**src/rtl/code_lock_ctrl_pkg.sv**
```systemverilog
// Shared display codes, state encoding and counter-sizing helpers for the code lock.
// Also consumed by the seven-segment driver so both ends agree on the symbol codes.
package code_lock_ctrl_pkg;

    localparam logic [3:0] DISP_CORRECT = 4'd10;
    localparam logic [3:0] DISP_ERROR   = 4'd11;
    localparam logic [3:0] DISP_OFF     = 4'd12;
    localparam logic [3:0] DISP_PROMPT  = 4'd13;

    typedef enum logic [2:0] {
        ST_IDLE     = 3'd0,
        ST_ENTRY    = 3'd1,
        ST_CHECK    = 3'd2,
        ST_SHOW_OK  = 3'd3,
        ST_SHOW_ERR = 3'd4,
        ST_LOCKOUT  = 3'd5
    } state_t;

    function automatic logic [23:0] max3(input logic [23:0] a, input logic [23:0] b,
                                         input logic [23:0] c);
        logic [23:0] m;
        m = (a > b) ? a : b;
        return (m > c) ? m : c;
    endfunction

    function automatic int cnt_width(input logic [23:0] v);
        return (v > 24'd1) ? $clog2(v) : 1;
    endfunction

endpackage

```
**src/rtl/code_lock_ctrl_btn_sync_edge.sv**
```systemverilog
// Two-flop synchroniser plus rising-edge detector; one-cycle o_pulse, 2 clocks after the input rises.
// No backpressure: a press is reported once, and a button already high at reset release is never reported.
module btn_sync_edge (
    input  logic clk,
    input  logic rst_n,
    input  logic i_btn,
    output logic o_pulse
);

    logic       r_s1;
    logic       r_s2;
    logic       r_prev;
    logic [1:0] r_fill;

    // Until the synchroniser holds real samples, the previous level is treated as
    // pressed, so a button held through reset must be released before it counts.
    always_ff @(posedge clk or negedge rst_n) begin
        if (!rst_n) begin
            r_s1   <= 1'b0;
            r_s2   <= 1'b0;
            r_prev <= 1'b1;
            r_fill <= 2'b00;
        end else begin
            r_s1   <= i_btn;
            r_s2   <= r_s1;
            r_prev <= r_s2 | ~r_fill[1];
            r_fill <= {r_fill[0], 1'b1};
        end
    end

    assign o_pulse = r_s2 & ~r_prev;

endmodule

```
**src/rtl/code_lock_ctrl.sv**
```systemverilog
// Four-digit code lock: conditioned buttons drive entry, check, result display and failure lockout.
// Buttons act 2 clocks after they rise; presses during check/result/lockout are dropped, not queued.
module code_lock_ctrl
    import code_lock_ctrl_pkg::*;
#(
    parameter logic [15:0] SECRET         = 16'h1234,
    parameter logic [2:0]  MAX_FAILS      = 3'd3,
    parameter logic [23:0] RESULT_CYCLES  = 24'd10_000_000,
    parameter logic [23:0] TIMEOUT_CYCLES = 24'd16_000_000,
    parameter logic [23:0] LOCKOUT_CYCLES = 24'd16_000_000,
    parameter logic [23:0] BLINK_CYCLES   = 24'd2_000_000
) (
    input  logic       clk,
    input  logic       rst_n,
    input  logic       btn_inc,
    input  logic       btn_ok,
    output logic [3:0] disp_value,
    output logic       unlocked,
    output logic [1:0] digit_idx
);

    localparam int CW = cnt_width(max3(RESULT_CYCLES, TIMEOUT_CYCLES, LOCKOUT_CYCLES));
    localparam int BW = cnt_width(BLINK_CYCLES);

    // Counters load N-1 on state entry so the state lasts exactly N cycles.
    localparam logic [CW-1:0] RESULT_LD  = CW'(RESULT_CYCLES - 24'd1);
    localparam logic [CW-1:0] TIMEOUT_LD = CW'(TIMEOUT_CYCLES - 24'd1);
    localparam logic [CW-1:0] LOCKOUT_LD = CW'(LOCKOUT_CYCLES - 24'd1);
    localparam logic [CW-1:0] CNT_ONE    = CW'(1);
    localparam logic [BW-1:0] BLINK_LD   = BW'(BLINK_CYCLES - 24'd1);
    localparam logic [BW-1:0] BLK_ONE    = BW'(1);

    logic          w_inc_p;
    logic          w_ok_p;
    logic          w_cnt_zero;
    logic [3:0]    w_disp;

    state_t        r_state;
    logic [CW-1:0] r_cnt;
    logic [BW-1:0] r_blink_cnt;
    logic          r_blink_off;
    logic [3:0]    r_digit;
    logic [1:0]    r_idx;
    logic [15:0]   r_entry;
    logic [2:0]    r_fails;

    btn_sync_edge u_sync_inc (
        .clk     (clk),
        .rst_n   (rst_n),
        .i_btn   (btn_inc),
        .o_pulse (w_inc_p)
    );

    btn_sync_edge u_sync_ok (
        .clk     (clk),
        .rst_n   (rst_n),
        .i_btn   (btn_ok),
        .o_pulse (w_ok_p)
    );

    assign w_cnt_zero = (r_cnt == '0);

    always_ff @(posedge clk or negedge rst_n) begin
        if (!rst_n) begin
            r_state     <= ST_IDLE;
            r_cnt       <= '0;
            r_blink_cnt <= '0;
            r_blink_off <= 1'b0;
            r_digit     <= 4'd0;
            r_idx       <= 2'd0;
            r_entry     <= 16'd0;
            r_fails     <= 3'd0;
        end else begin
            case (r_state)
                ST_IDLE: begin
                    if (w_ok_p) begin
                        r_state <= ST_ENTRY;
                        r_digit <= 4'd0;
                        r_idx   <= 2'd0;
                        r_entry <= 16'd0;
                        r_cnt   <= TIMEOUT_LD;
                    end
                end
                ST_ENTRY: begin
                    // ok takes priority over a coincident inc
                    if (w_ok_p) begin
                        r_entry <= {r_entry[11:0], r_digit};
                        r_digit <= 4'd0;
                        r_cnt   <= TIMEOUT_LD;
                        if (r_idx == 2'd3) begin
                            r_state <= ST_CHECK;
                        end else begin
                            r_idx <= r_idx + 2'd1;
                        end
                    end else if (w_inc_p) begin
                        r_digit <= (r_digit == 4'd9) ? 4'd0 : r_digit + 4'd1;
                        r_cnt   <= TIMEOUT_LD;
                    end else if (w_cnt_zero) begin
                        r_state <= ST_IDLE;
                    end else begin
                        r_cnt <= r_cnt - CNT_ONE;
                    end
                end
                ST_CHECK: begin
                    r_cnt <= RESULT_LD;
                    if (r_entry == SECRET) begin
                        r_state <= ST_SHOW_OK;
                        r_fails <= 3'd0;
                    end else begin
                        r_state <= ST_SHOW_ERR;
                        if (r_fails < MAX_FAILS) begin
                            r_fails <= r_fails + 3'd1;
                        end
                    end
                end
                ST_SHOW_OK: begin
                    if (w_cnt_zero) begin
                        r_state <= ST_IDLE;
                    end else begin
                        r_cnt <= r_cnt - CNT_ONE;
                    end
                end
                ST_SHOW_ERR: begin
                    if (!w_cnt_zero) begin
                        r_cnt <= r_cnt - CNT_ONE;
                    end else if (r_fails == MAX_FAILS) begin
                        r_state     <= ST_LOCKOUT;
                        r_cnt       <= LOCKOUT_LD;
                        r_blink_cnt <= BLINK_LD;
                        r_blink_off <= 1'b0;
                    end else begin
                        r_state <= ST_IDLE;
                    end
                end
                ST_LOCKOUT: begin
                    if (r_blink_cnt == '0) begin
                        r_blink_cnt <= BLINK_LD;
                        r_blink_off <= ~r_blink_off;
                    end else begin
                        r_blink_cnt <= r_blink_cnt - BLK_ONE;
                    end
                    if (w_cnt_zero) begin
                        r_state <= ST_IDLE;
                        r_fails <= 3'd0;
                    end else begin
                        r_cnt <= r_cnt - CNT_ONE;
                    end
                end
                default: r_state <= ST_IDLE;
            endcase
        end
    end

    always_comb begin
        w_disp = DISP_PROMPT;
        case (r_state)
            ST_IDLE:     w_disp = DISP_PROMPT;
            ST_ENTRY:    w_disp = r_digit;
            ST_CHECK:    w_disp = DISP_OFF;
            ST_SHOW_OK:  w_disp = DISP_CORRECT;
            ST_SHOW_ERR: w_disp = DISP_ERROR;
            ST_LOCKOUT:  w_disp = r_blink_off ? DISP_OFF : DISP_ERROR;
            default:     w_disp = DISP_PROMPT;
        endcase
    end

    assign disp_value = w_disp;
    assign unlocked   = (r_state == ST_SHOW_OK);
    assign digit_idx  = r_idx;

endmodule

```
**config.mk**
```make
export PLATFORM = sky130hd
export DESIGN_NAME = code_lock_ctrl
export DESIGN_NICKNAME = d
export VERILOG_FILES = /design/src/rtl/code_lock_ctrl_pkg.sv /design/src/rtl/code_lock_ctrl_btn_sync_edge.sv /design/src/rtl/code_lock_ctrl.sv
export SDC_FILE = /design/constraint.sdc
export NUM_CORES = 1
export LEC_CHECK = 0
export ABC_AREA = 1
export ABC_CLOCK_PERIOD_IN_PS = 1800
export CAP_MARGIN = 20
export CORE_ASPECT_RATIO = 1.25
export CORE_MARGIN = 3
export CORE_UTILIZATION = 57
export DETAILED_ROUTE_END_ITERATION = 7
export PLACE_DENSITY = 0.79
export SYNTH_ARGS = -nofsm -noshare
export SYNTH_HDL_FRONTEND = slang
export SYNTH_SLANG_ARGS = --single-unit
```
**constraint.sdc**
```tcl
create_clock -name clk -period 1.8 [get_ports clk]
set_input_delay 0.18 -clock clk [delete_from_list [all_inputs] [get_ports clk]]
set_output_delay 0.18 -clock clk [all_outputs]
set_load 0.01 [all_outputs]
```
Yosys cells after proc, flatten, opt, wreduce, memory -nomap -nowiden
Cells that the tools add are included.

storage, ports and cells
  output and inout port bits = 7
  word-level logic and storage cells = 110
  input port bits = 4
  bits in registers = 84

operators by class
  equal/unequal tests = 21
  $lt $le $gt $ge = 1
  muxes and demuxes = 42
  add/subtract/negate cells = 5
  bitwise gates (word level) = 9
  reductions and logical operators = 16

operator list
  cell                   number
  $mux 24                6
  $pmux 24 s5            1
  $mux 21                3
  $pmux 21 s2            1
  $mux 3                 12
  $mux 16                2
  $pmux 16 s2            1
  $logic_not 24->1       1
  $sub 24x1->24 const B  1
  $logic_not 21->1       1
  $sub 21x1->21 const B  1
  $pmux 4 s5             1
  $eq 16x13->1 const B   1
  $mux 4                 4
  $pmux 3 s5             1
  $reduce_and 3->1       5
  $reduce_and 4->1       3
  $ne 2x2->1 const B     5
  $eq 3x2->1 const B     3
  $ne 3x3->1 const B     3
  $pmux 4 s2             1
  $eq 3x3->1 const B     2
  $mux 2                 3
  $pmux 3 s2             1
  20 further kinds       31

Longest topological paths before layout
Gate-level depths: netlist of run 1.

  word-level depth = 5
  gate-level depth with buffers = 12
  depth with buffers taken out = 12

By module
Synthesis of run 1 repeated with hierarchy kept, for this count alone.

unflattened totals
  cells, all modules = 677
  area total of the unflattened synthesis = 4964.8 um^2

modules (own cells, without submodules)
  module          sequential area each (um^2)  instances  area each (um^2)  cells an instance
  code_lock_ctrl  1851.8                       1          4677.0            659
  btn_sync_edge   126.4                        2          143.9             9

Worst setup path after synthesis of run 1
No wires, ideal clock.

  path kind = flip-flop to flip-flop
  start point = register r_cnt[0]
  end point = register r_cnt[0]
  library setup time = 0.124 ns
  data required time = 1.676 ns
  slack = 0.025 ns
  clock period less this slack = 1.775 ns
  buffers on the path = 0
  stages on the path, launching flop included = 13
  arrival = 1.651 ns
  cell sequence = dfrtp_1 inv_1 ha_1 nand3_1 nor2_1 nand2_1 nor2_2 inv_1 ha_1 o21ai_0 o21ai_0 nor2_1 a21oi_1

between the ends
  longest elaborated chain between the ends = 5
  elaborated cells between the ends (all ways) = 9
  classes of those cells = add/sub: 1; eq/ne: 1; mux: 5; reduce/logical: 2

ends and longest elaborated chain
  item                                               line                                                                RTL
  start, declared                                    code_lock_ctrl.sv:39                                                logic [CW-1:0] r_cnt;
  start signal, assigned                             code_lock_ctrl.sv:101                                               r_cnt <= r_cnt - CNT_ONE;
  start signal, assigned                             code_lock_ctrl.sv:120                                               r_cnt <= r_cnt - CNT_ONE;
  start signal, assigned                             code_lock_ctrl.sv:125                                               r_cnt <= r_cnt - CNT_ONE;
  $sub 24x1->24 or $logic_not 24->1 (tied branches)  --
  $mux 24                                            code_lock_ctrl.sv:98, code_lock_ctrl.sv:117, code_lock_ctrl.sv:142
  $mux 24                                            code_lock_ctrl.sv:95                                                end else if (w_inc_p) begin
  $mux 24                                            code_lock_ctrl.sv:86                                                if (w_ok_p) begin
  $pmux 24 s5                                        code_lock_ctrl.sv:74                                                case (r_state)

Parallel ways exist; a longest one is shown, timed or not.
A chain may end at the register's enable or synchronous reset.

Worst setup path after layout of run 1
  start point = register r_state[1]
  end point = register r_cnt[20]

between the ends
  longest elaborated chain between the ends = 4
  elaborated cells between the ends (all ways) = 12
  classes of those cells = eq/ne: 7; mux: 1; reduce/logical: 4

ends and longest elaborated chain
  item                                      line                  RTL
  start, declared                           code_lock_ctrl.sv:38  state_t r_state;
  start signal, assigned                    code_lock_ctrl.sv:65  r_state <= ST_IDLE;
  start signal, assigned                    code_lock_ctrl.sv:77  r_state <= ST_ENTRY;
  start signal, assigned                    code_lock_ctrl.sv:91  r_state <= ST_CHECK;
  $eq 3x2->1 or $eq 3x3->1 (tied branches)  code_lock_ctrl.sv:74
  $reduce_or 2->1 (no line)                 --
  $reduce_bool 5->1 (no line)               --
  $reduce_and 3->1 (no line)                --

Parallel ways exist; a longest one is shown, timed or not.

==> summary.txt, run 1 <==
Status = complete, but fails checks
Failing checks = setup timing
Max Fclk = 0.5531 GHz
Avg Inst Size Synth = 7.265 µm²
Antenna Nets Post-Route = 0
Die extent in y = 111.8 µm
Largest net degree at the start of global routing = 34
Final Slew Violations = 0
Synth-to-layout area growth = 31.35%
Tmin final = 1.808 ns
Final net count = 824
Hpwl dp = 10.45 mm
Netlist cell types = 47
Post-synthesis simple-gate area fraction = 0.3496
Slew of the pin with the lowest slew margin = 0.5022 ns
Crit path max-delay family = simple AND/OR/NAND/NOR gates
Met3 wire length = 826 µm
Critical Path Most Common Cell = nand3_4
Max clock buf depth = 2
Synth Area in Adders = 0.03189
Clk root buf = clkbuf_8
Final worst setup slack = -0.008069 ns
Sequential area share after synthesis = 0.4028
Drt wl/cell = 16.11 µm
Seq cells post-synth = 82
RSZ-0062 raised after global routing = yes
Static Leak = 3.184 nW
Site row count = 37
Commonest non-fill, non-tap cell in the layout = nand2_1
Crit path launch type = flip-flop
N_diodes = 0
Starting Density = 0.6020
Drt drc = 0
Number of global-route vias before repair = 5152
Async SR Flop Fraction = 1.000
All-Layer GR Usage = 0.2915
Worst Clk Skew = 0.01054 ns
Cells after synthesis = 702
Max_slew headroom = 0.6621
Final Hold Viols = 0
Antenna violations before repair = 0
Combinational family with the most area after synthesis = simple AND/OR/NAND/NOR gates
Setup violators final = 3
Most frequent cells in the layout = nand2_1 (141), inv_1 (89), dfrtp_1 (76), buf_4 (76), nor2_1 (66)
Xor and xnor area share after synthesis = 0.01030
Crit path buf inv count = 3
Num CTS Buffers = 9
Hold WC Path Type = in -> reg
DRT iter0 DRCs = 388
Power after layout = 10.27 mW
First-pass GRT wire length = 23.83 mm
Die X-Extent = 90.61 µm
Area of the multi-input gates = 2912 µm²
Post-synth EDFFs = 0
Layout cells sized above 1 = 0.2922
Main synth FF type = dfrtp_1
Worst endpoint required time = 2.05 ns
Synthesized area = 5100 µm²
Fillers = 549
Synth Area in Compound Gates = 0.1094
H-tree level count = 3
CP max stage cell = dfrtp_2
Num ports = 11
CTS sink cnt = 82
Yosys warning total = 0
Setup WS pre-CTS = -0.04699 ns
Crit path kind = reg -> reg
Routed length on met1 = 5.858 mm
Multiplexer share of the synthesized area = 0
Detailed Route WL = 14.95 mm
Critical path arrival = 2.06 ns
CTS tree = done
Vias/cell = 5.651
Maximum vdd drop = 0.001493 V
Detailed-route via count = 5244
Gpl congestion = 0.9612
Post-Syn Nets = 719
First-pass iteration count of the detailed router = 5
Top fanout value on the critical path = 9
Wire length on met2 = 7.638 mm
Port Buf Inserts = 10
Worst path cell trace = inv_2 -> buf_6 -> nand3_4 -> nor2_4 -> nand4_1 -> nand3_4 -> buf_4 -> nand2_1 -> a21boi_1
Power Dens Cells = 1533 nW/µm²
Clock-pin slew on the worst setup and hold paths = 0.09 ns
Seq. cell area = 2059 µm²
Core area = 8472 µm²
Top sig layer = met4
DIE AREA = 10130 µm²
CP max stage delay = 0.48 ns
Fin crit share = 1.004
Total grt overflow = 0
Clock latency on the worst-skew pair = 0.36 ns
Crit. End Element = flip-flop
Max-Cap Viols = 0
==> through the flow <==
step                instances    TNS, ns  area [µm²]  utilization  hold slack (ns)
detailed placement        904    -0.1532        6011       0.7095           0.1632
finish                    928   -0.01866        6699       0.7907           0.2508
global placement          904  -0.003161        6011       0.7095           0.1606
global route              928     -1.307        6699       0.7907           0.2491
CTS                       922   -0.01377        6316       0.7455           0.2364
floorplan                 702          0        5100            -          -0.1156
==> cells by family after synthesis <==
| logic type | Yosys count |
|---|---|
| and+or+nand+nor | 384 |
| buffers and inverters | 119 |
| AOI/OAI and AO/OA | 97 |
| DFF | 82 |
| adders and majority gates | 13 |
| xor gates and xnor gates | 6 |
| other | 1 |
==> worst paths after layout <==
path | startpoint | end | slack [ns] | cells past startpoint
hold reg to reg | u_sync_ok.r_s1 | u_sync_ok.r_s2 | 0.36 | 0
setup / recovery | r_state[1] | r_cnt[20] | -0.008 | 9
max in group asynchronous | rst_n | u_sync_inc.r_prev | 0.92 | 3
min in group asynchronous | rst_n | r_cnt[12] | 0.31 | 2
setup reg to reg | r_state[1] | r_cnt[20] | -0.008 | 9
hold / removal | btn_ok | u_sync_ok.r_s1 | 0.25 | 1
==> per-layer routing <==
layer	vias to the layer above	GRT usage
met1	2500	0.3409
met2	192	0.5161
met5	-	0
met3	59	0.05676
li1	2493	-
met4	0	0.1287
==> worst reg2reg max path, delay by kind of cell (launching register included) <==
kind                   cells  cell delay [ns]
AOI/OAI and AO/OA          1             0.13
buffers and inverters      3             0.44
DFF                        1             0.48
and+or+nand+nor            5             0.65
==> cell type report <==
class	count	area share
clock inverter	5	0.01532
sequential	82	0.3074
tap	117	0.02185
multi-input combinational	502	0.4346
timing repair buffer	103	0.1354
clock buffer	10	0.02055
inverter	109	0.06481
==> state kept, by name (all words and copies together) (netlist names) <==
signal / count
u_sync_ok.r_s1: 1
u_sync_inc.r_fill: 1
r_fails: 3
r_blink_cnt: 21
u_sync_inc.r_s1: 1
u_sync_ok.r_s2: 1
u_sync_inc.r_prev: 1
r_cnt: 24
u_sync_inc.r_s2: 1
r_blink_off: 1
u_sync_ok.r_prev: 1
r_digit: 4
r_state: 3
r_entry: 16
u_sync_ok.r_fill: 1
digit_idx: 2
==> synthesized netlist by cell type, types with 7 or more instances <==
cell type / number / area (µm²)
nand2_1: 155 / 581.8
inv_1: 97 / 364.1
nor2_1: 95 / 356.6
dfrtp_1: 80 / 2002
nand3_1: 65 / 325.3
o21ai_0: 34 / 170.2
a21oi_1: 23 / 115.1
o22ai_1: 20 / 125.1
nand4_1: 18 / 112.6
nor3_1: 14 / 70.07
ha_1: 13 / 162.7
inv_2: 10 / 37.54
nor2_2: 8 / 50.05
nand2_2: 7 / 43.79
==> repair_timing <==
action | CTS | global route
hold endpoints to repair | 30 | 0
hold buffers | 1 | 0
gates cloned | 0 | 1
setup buffers | 2 | 5
pin swaps | 2 | 23
endpoints found under the setup margin | 12 | 60
gates resized for setup | 33 | 115
==> report_power, final <==
group	internal [mW]	switching, mW	total [mW]
Combinational	2.38	3.46	5.84
Sequential	2.37	0.426	2.79
Clock	0.950	0.695	1.64
Total	5.69	4.58	10.3
(Power assumes the default switching activity.)
==> inputs of run 2 (changes only) <==
--- a/config.mk
+++ b/config.mk
@@ -5,14 +5,14 @@
 export SDC_FILE = /design/constraint.sdc
 export NUM_CORES = 1
 export LEC_CHECK = 0
-export ABC_AREA = 1
 export ABC_CLOCK_PERIOD_IN_PS = 1800
 export CAP_MARGIN = 20
 export CORE_ASPECT_RATIO = 1.25
 export CORE_MARGIN = 3
-export CORE_UTILIZATION = 57
+export CORE_UTILIZATION = 56
 export DETAILED_ROUTE_END_ITERATION = 7
-export PLACE_DENSITY = 0.79
+export GPL_TIMING_DRIVEN = 0
+export PLACE_DENSITY = 0.78
 export SYNTH_ARGS = -nofsm -noshare
 export SYNTH_HDL_FRONTEND = slang
 export SYNTH_SLANG_ARGS = --single-unit
==> run 2 against run 1 <==
Compared with the run above:
- the run still ends with setup timing left
- clock power is 20% lower
- die area fell by 8.2%
- via count shrank 5.9%
- synthesized cell count is 26% lower
- global-route usage increased by 0.31 points
- critical path depth increased by 3
- sequential share of layout area rose by 2.1 points
- setup slack got worse by 0.86 ns
- highest routed layer unchanged
==> summary.txt, run 2 <==
Post-synth EDFFs = 0
Synth-to-layout area growth = 37.08%
Worst endpoint required time = 2.04 ns
Hold WC Path Type = in -> reg
Antenna violations before repair = 0
Detailed Route WL = 15.88 mm
Die X-Extent = 86.82 µm
CTS sink cnt = 82
Critical path arrival = 2.90 ns
TNS Setup = -37.23 ns
Crit. End Element = flip-flop
Hpwl dp = 7.768 mm
Max_slew headroom = 0.3858
Drt drc = 0
Top flop regs = r_cnt x24, r_blink_cnt x21, r_entry x16
Async SR Flop Fraction = 1.000
CP max stage cell = or4b_4
Max reg flops = 24
Cells after synthesis = 518
Synth top area cells = dfrtp_1 (44%), nand2_1 (6.3%), o21ai_0 (6.0%), ha_1 (3.6%), nor2_1 (3.5%)
Layout cells sized above 1 = 0.3540
Final worst setup slack = -0.8659 ns
Power after layout = 9.632 mW
Vias/cell = 6.972
Max-Cap Viols = 0
Slew of the pin with the lowest slew margin = 0.9163 ns
Commonest non-fill, non-tap cell in the layout = dfrtp_1
Number of global-route vias before repair = 4565
Post-Syn Nets = 535
Post-DP Area = 4926 µm²
Met2 Usage GRT = 0.4707
Met1 track demand over resource = 0.3789
Detailed-route via count = 4936
Avg Inst Size Synth = 8.826 µm²
Most frequent cells in the layout = dfrtp_1 (77), nand2_1 (71), buf_4 (51), nor2_1 (34), o21ai_0 (33)
Final Slew Violations = 0
Xor and xnor area share after synthesis = 0.02299
Top fanout value on the critical path = 5
Total grt overflow = 0
Num ports = 11
Cells after DPL = 624
Worst Clk Skew = 0.01320 ns
Main synth FF type = dfrtp_1
CTS tree = done
Final Non-Filler Cells = 708
Final Hold Viols = 0
Post-synthesis simple-gate area fraction = 0.2474
Max Fclk = 0.3751 GHz
Synth Area in Adders = 0.03558
Met3 Resource Use GR = 0.04304
Drt wl/cell = 22.43 µm
Core area = 7883 µm²
Setup WS pre-CTS = -0.9055 ns
Seq cells post-synth = 82
Status = complete, but fails checks
Die extent in y = 107.0 µm
Final net count = 625
Yosys warning total = 0
Num CTS Buffers = 9
DIE AREA = 9291 µm²
Final instance area = 6267 µm²
Antenna Nets Post-Route = 0
Setup violators final = 61
RSZ-0062 raised after global routing = yes
Largest net degree at the start of global routing = 47
Synthesized area = 4572 µm²
First-pass iteration count of the detailed router = 8
Fin crit share = 1.481
Crit path kind = reg -> reg
Site row count = 36
Static Leak = 2.574 nW
Clk root buf = clkbuf_8
CP max stage delay = 0.49 ns
Power Dens Cells = 1537 nW/µm²
N_diodes = 0
Port Buf Inserts = 10
Sequential area share after synthesis = 0.4494
First-pass GRT wire length = 21.87 mm
H-tree level count = 3
Biggest register = r_cnt
Tmin final = 2.666 ns
Clock-pin slew on the worst setup and hold paths = 0.09 ns
Critical Path Most Common Cell = ha_4
Share of the synthesized area in the top cell type = 0.4379
Most frequent cell after synthesis = dfrtp_1
Max clock buf depth = 2
Synth Area in Compound Gates = 0.2025
Combinational family with the most area after synthesis = simple AND/OR/NAND/NOR gates
DRT iter0 DRCs = 594
All-Layer GR Usage = 0.2946
Netlist cell types = 65
Synth cell count leaders = dfrtp_1 (80), nand2_1 (77), o21ai_0 (55)
Starting Density = 0.5800
Failing checks = setup timing
Worst path cell trace = inv_2 -> ha_4 -> or4b_4 -> nor3_4 -> and3_4 -> inv_8 -> clkbuf_16 -> ha_4 -> a211oi_2 -> a31oi_1 -> o221ai_1 -> o21ai_1
Crit path launch type = flip-flop
Clock latency on the worst-skew pair = 0.37 ns
Maximum vdd drop = 0.001025 V
Multiplexer share of the synthesized area = 0.009031
Synth area leader = dfrtp_1
Gpl congestion = 0.9683
Gr busiest metal = met2
==> run 2: changes by cell type in the layout (fill, tap and decap cells not counted), moves of 10 or more <==
cell     change
nor2_4      -11
nand4_1     -10
o21ai_0     +12
o21ai_2     +11
buf_4       -25
o22ai_1     -16
nand3_1     -51
buf_6       +10
inv_2       -10
nor2_1      -32
inv_1       -77
nand2_1     -70
nand2_2     -14
nor2_2      -20
==> run 2: metal layers <==
| metal | part of all wire | routed length, µm |
|---|---|---|
| met1 | 0.36 | 5646 |
| met2 | 0.47 | 7456 |
| met3 | 0.093 | 1478 |
| met4 | 0.082 | 1297 |
| met5 | 0 | 0 |
==> run 2: layout make-up <==
cell class	instances	area, µm²
Timing Repair Buffer	82	730.7
Multi-Input combinational cell	398	2888
Inverter	18	87.58
Clock inverter	4	35.03
Fill cell	418	1615
Clock buffer	12	155.1
Sequential cell	82	2058
Buffer	17	193.9
Tap cell	95	118.9
==> run 2: worst paths after layout <==
path / from / to / slack, ns / cells past startpoint
setup / recovery: r_cnt[1] / r_cnt[0] / -0.87 / 12
hold / removal: btn_inc / u_sync_inc.r_s1 / 0.24 / 1
setup reg to reg: r_cnt[1] / r_cnt[0] / -0.87 / 12
hold reg to reg: u_sync_ok.r_fill[0] / u_sync_inc.r_fill[1] / 0.36 / 0
max in group asynchronous: rst_n / r_cnt[21] / 0.89 / 3
min in group asynchronous: rst_n / r_entry[9] / 0.30 / 2
==> run 2: power breakdown <==
group / internal (mW) / total [mW] / switching (mW)
clock network: 0.590 / 1.31 / 0.719
logic: 2.34 / 5.42 / 3.08
registers: 2.31 / 2.91 / 0.595
==> run 2: critical path, delay by kind of cell, from the launching register on <==
kind | cells | cell delay (ns)
AND/OR/NAND/NOR | 3 | 0.94
AO/OA/AOI/OAI | 4 | 0.54
flip-flops | 1 | 0.40
adder cells (fa/ha/maj) | 2 | 0.35
buffers and inverters | 3 | 0.31
==> run 2: logic make-up after synthesis <==
family                     count (synthesis)
AOI/OAI and AO/OA                        146
xor gates and xnor gates                  12
adders and majority gates                 13
buffers and inverters                     38
DFF                                       82
muxes                                      4
other                                      1
and+or+nand+nor                          222
==> run 2: stage by stage <==
| stage | hold slack, ns | util |
|---|---|---|
| 6_report | 0.2398 | 0.7951 |
| 3_5_place_dp | 0.1669 | 0.6249 |
| 4_1_cts | 0.2463 | 0.7297 |
| 3_3_place_gp | 0.3325 | 0.6217 |
| 2_1_floorplan | -0.1156 | - |
| 5_1_grt | 0.2332 | 0.7951 |
==> run 2: what timing repair did <==
item	CTS	global route
setup endpoints to repair	60	77
hold buffers	1	0
buffers inserted	41	28
endpoints found under the hold margin	34	0
pin swaps	21	31
gates resized for setup	101	97
gates cloned	3	1
==> inputs of run 3 (changes only) <==
--- a/config.mk
+++ b/config.mk
@@ -5,14 +5,13 @@
 export SDC_FILE = /design/constraint.sdc
 export NUM_CORES = 1
 export LEC_CHECK = 0
-export ABC_CLOCK_PERIOD_IN_PS = 1800
+export ABC_CLOCK_PERIOD_IN_PS = 3200
 export CAP_MARGIN = 20
 export CORE_ASPECT_RATIO = 1.25
-export CORE_MARGIN = 3
-export CORE_UTILIZATION = 56
+export CORE_UTILIZATION = 67
 export DETAILED_ROUTE_END_ITERATION = 7
 export GPL_TIMING_DRIVEN = 0
-export PLACE_DENSITY = 0.78
+export PLACE_DENSITY = 0.87
 export SYNTH_ARGS = -nofsm -noshare
 export SYNTH_HDL_FRONTEND = slang
 export SYNTH_SLANG_ARGS = --single-unit
==> constraint.sdc (replaced) <==
create_clock -name clk -period 3.2 [get_ports clk]
set_input_delay 0.32 -clock clk [delete_from_list [all_inputs] [get_ports clk]]
set_output_delay 0.32 -clock clk [all_outputs]
set_load 0.01 [all_outputs]
==> run 3 against run 2 <==
Compared with the run above:
- the flow now finishes without violations
- clock power decreased by 46%
- first-iteration DRC count fell by 4.4%
- sequential power fell by 45%
- maximum frequency shrank 12%
- combinational power down 67%
- total power is 57% lower
- setup slack improved by 1.0 ns
- register-to-register slack gained 1.0 ns
- global-route usage grew 3.6 points
- cell count decreased by 9.7%
- via count is 14% lower
- die area down 23%
- critical path type unchanged
- largest cell class unchanged
==> summary.txt, run 3 (synthesis results as in run 2) <==
Maximum vdd drop = 0.0004991 V
Detailed-route via count = 4243
Fin crit share = 0.9520
Clk root buf = clkbuf_8
CTS sink cnt = 82
Crit path buf inv count = 3
Final Slew Violations = 0
Hpwl dp = 7.817 mm
Crit path launch type = flip-flop
Max reg flops = 24
Gpl congestion = 0.9465
Worst path cell trace = inv_1 -> ha_1 -> or4b_1 -> nor3_1 -> and3_1 -> clkbuf_4 -> clkinvlp_4 -> ha_1 -> a211oi_1 -> a31oi_1 -> o221ai_1 -> o21ai_0
First-pass GRT wire length = 17.72 mm
DRT iter0 DRCs = 568
Clock latency on the worst-skew pair = 0.37 ns
Die X-Extent = 75.89 µm
Final Hold Viols = 0
Worst R2R Path Depth = 12
Biggest register = r_cnt
Num CTS Buffers = 9
All-Layer GR Usage = 0.3308
Worst endpoint required time = 3.43 ns
Top flop regs = r_cnt x24, r_blink_cnt x21, r_entry x16
Hold Path Stages = 0
Critical Path Most Common Cell = ha_1
Crit path kind = reg -> reg
Number of global-route vias before repair = 3869
CTS tree = done
WP depth = 12
First-pass iteration count of the detailed router = 6
Final net count = 564
Top fanout value on the critical path = 9
Total grt overflow = 0
Tmin final = 3.046 ns
Vias/cell = 6.640
H-tree level count = 3
Drt wl/cell = 17.45 µm
Slew of the pin with the lowest slew margin = 0.9924 ns
Max_slew headroom = 0.3353
Crit. End Element = flip-flop
Max Fclk = 0.3283 GHz
Setup violators final = 0
Port Buf Inserts = 10
Power Dens Cells = 810.1 nW/µm²
Most frequent cells in the layout = dfrtp_1 (80), nand2_1 (77), o21ai_0 (55), nor2_1 (43), a21oi_1 (25)
Layout cells sized above 1 = 0.09601
Site row count = 33
Largest net degree at the start of global routing = 52
Worst Clk Skew = 0.01495 ns
Max-Cap Viols = 0
Starting Density = 0.6964
Hold WC Path Type = reg -> reg
Critical path arrival = 3.28 ns
Fillers = 457
N_diodes = 0
Detailed Route WL = 11.15 mm
Drt drc = 0
Static Leak = 2.023 nW
CP max stage cell = or4b_1
Status = complete, no violations
Num ports = 11
Core area = 6565 µm²
TNS Setup = 0 ns
Die extent in y = 94.36 µm
CP max stage delay = 0.51 ns
Max clock buf depth = 2
Clock-pin slew on the worst setup and hold paths = 0.09 ns
Antenna Nets Post-Route = 0
Antenna violations before repair = 0
DIE AREA = 7160 µm²
Power after layout = 4.099 mW
Commonest non-fill, non-tap cell in the layout = dfrtp_1
Crit path max-delay family = simple AND/OR/NAND/NOR gates
Synth-to-layout area growth = 10.67%
run 3: cell count changes in the layout (fill, tap and decap cells not counted), sizes merged:
cell	change
buf	-69
clkdlybuf4s50	+5
clkinvlp	+2
clkbuf	+1
run 3: area by class of cell:
type | count | area [µm²] | area share
multi-input cells | 398 | 2370 | 0.4683
clock buffers | 10 | 137.6 | 0.02720
inverters | 18 | 71.32 | 0.01409
clock inverters | 6 | 47.55 | 0.009397
plain buffers | 18 | 77.57 | 0.01533
flip-flops and latches | 82 | 2054 | 0.4060
repair buffers | 20 | 192.7 | 0.03808
well taps | 87 | 108.9 | 0.02151
run 3: routing by layer:
layer,vias up,wire (µm),global-route usage
li1,1948,-,-
met1,2057,4627,0.4276
met2,200,5532,0.5450
met3,38,713,0.05870
met4,0,277,0.1312
met5,-,0,0
run 3: path summary, 6_finish.rpt:
| kind | start | end | slack, ns |
|---|---|---|---|
| max | r_cnt[0] | r_cnt[0] | 0.15 |
| max reg2reg | r_cnt[0] | r_cnt[0] | 0.15 |
| min | u_sync_inc.r_s1 | u_sync_inc.r_s2 | 0.35 |
| min in group asynchronous | rst_n | r_cnt[4] | 0.43 |
| max in group asynchronous | rst_n | r_entry[10] | 2.16 |
| min reg2reg | u_sync_inc.r_s1 | u_sync_inc.r_s2 | 0.35 |
run 3: repair_timing:
action,in CTS,in global routing
resized for setup,1,4
hold buffers,1,0
endpoints found under the hold margin,29,0
endpoints found under the setup margin,2,4
setup buffers,0,7
run 3: per-stage QoR:
stage | setup WS (ns) | utilization | std cells | hold WS [ns] | instance area, µm²
4_1_cts | 0.02738 | 0.7614 | 632 | 0.3553 | 4999
2_1_floorplan | 0.4079 | - | 518 | 0.02441 | 4572
3_5_place_dp | -0.1162 | 0.7320 | 616 | 0.2903 | 4806
3_3_place_gp | -0.9615 | 0.7282 | 615 | 0.3320 | 4781
6_report | 0.1537 | 0.7707 | 639 | 0.3522 | 5060
5_1_grt | -0.01648 | 0.7707 | 639 | 0.3633 | 5060
run 3: power breakdown:
part / switching, mW / internal [mW] / total (mW)
Clock: 0.400 / 0.310 / 0.709
Sequential: 0.303 / 1.30 / 1.60
Combinational: 1.12 / 0.669 / 1.79
Total: 1.82 / 2.28 / 4.10
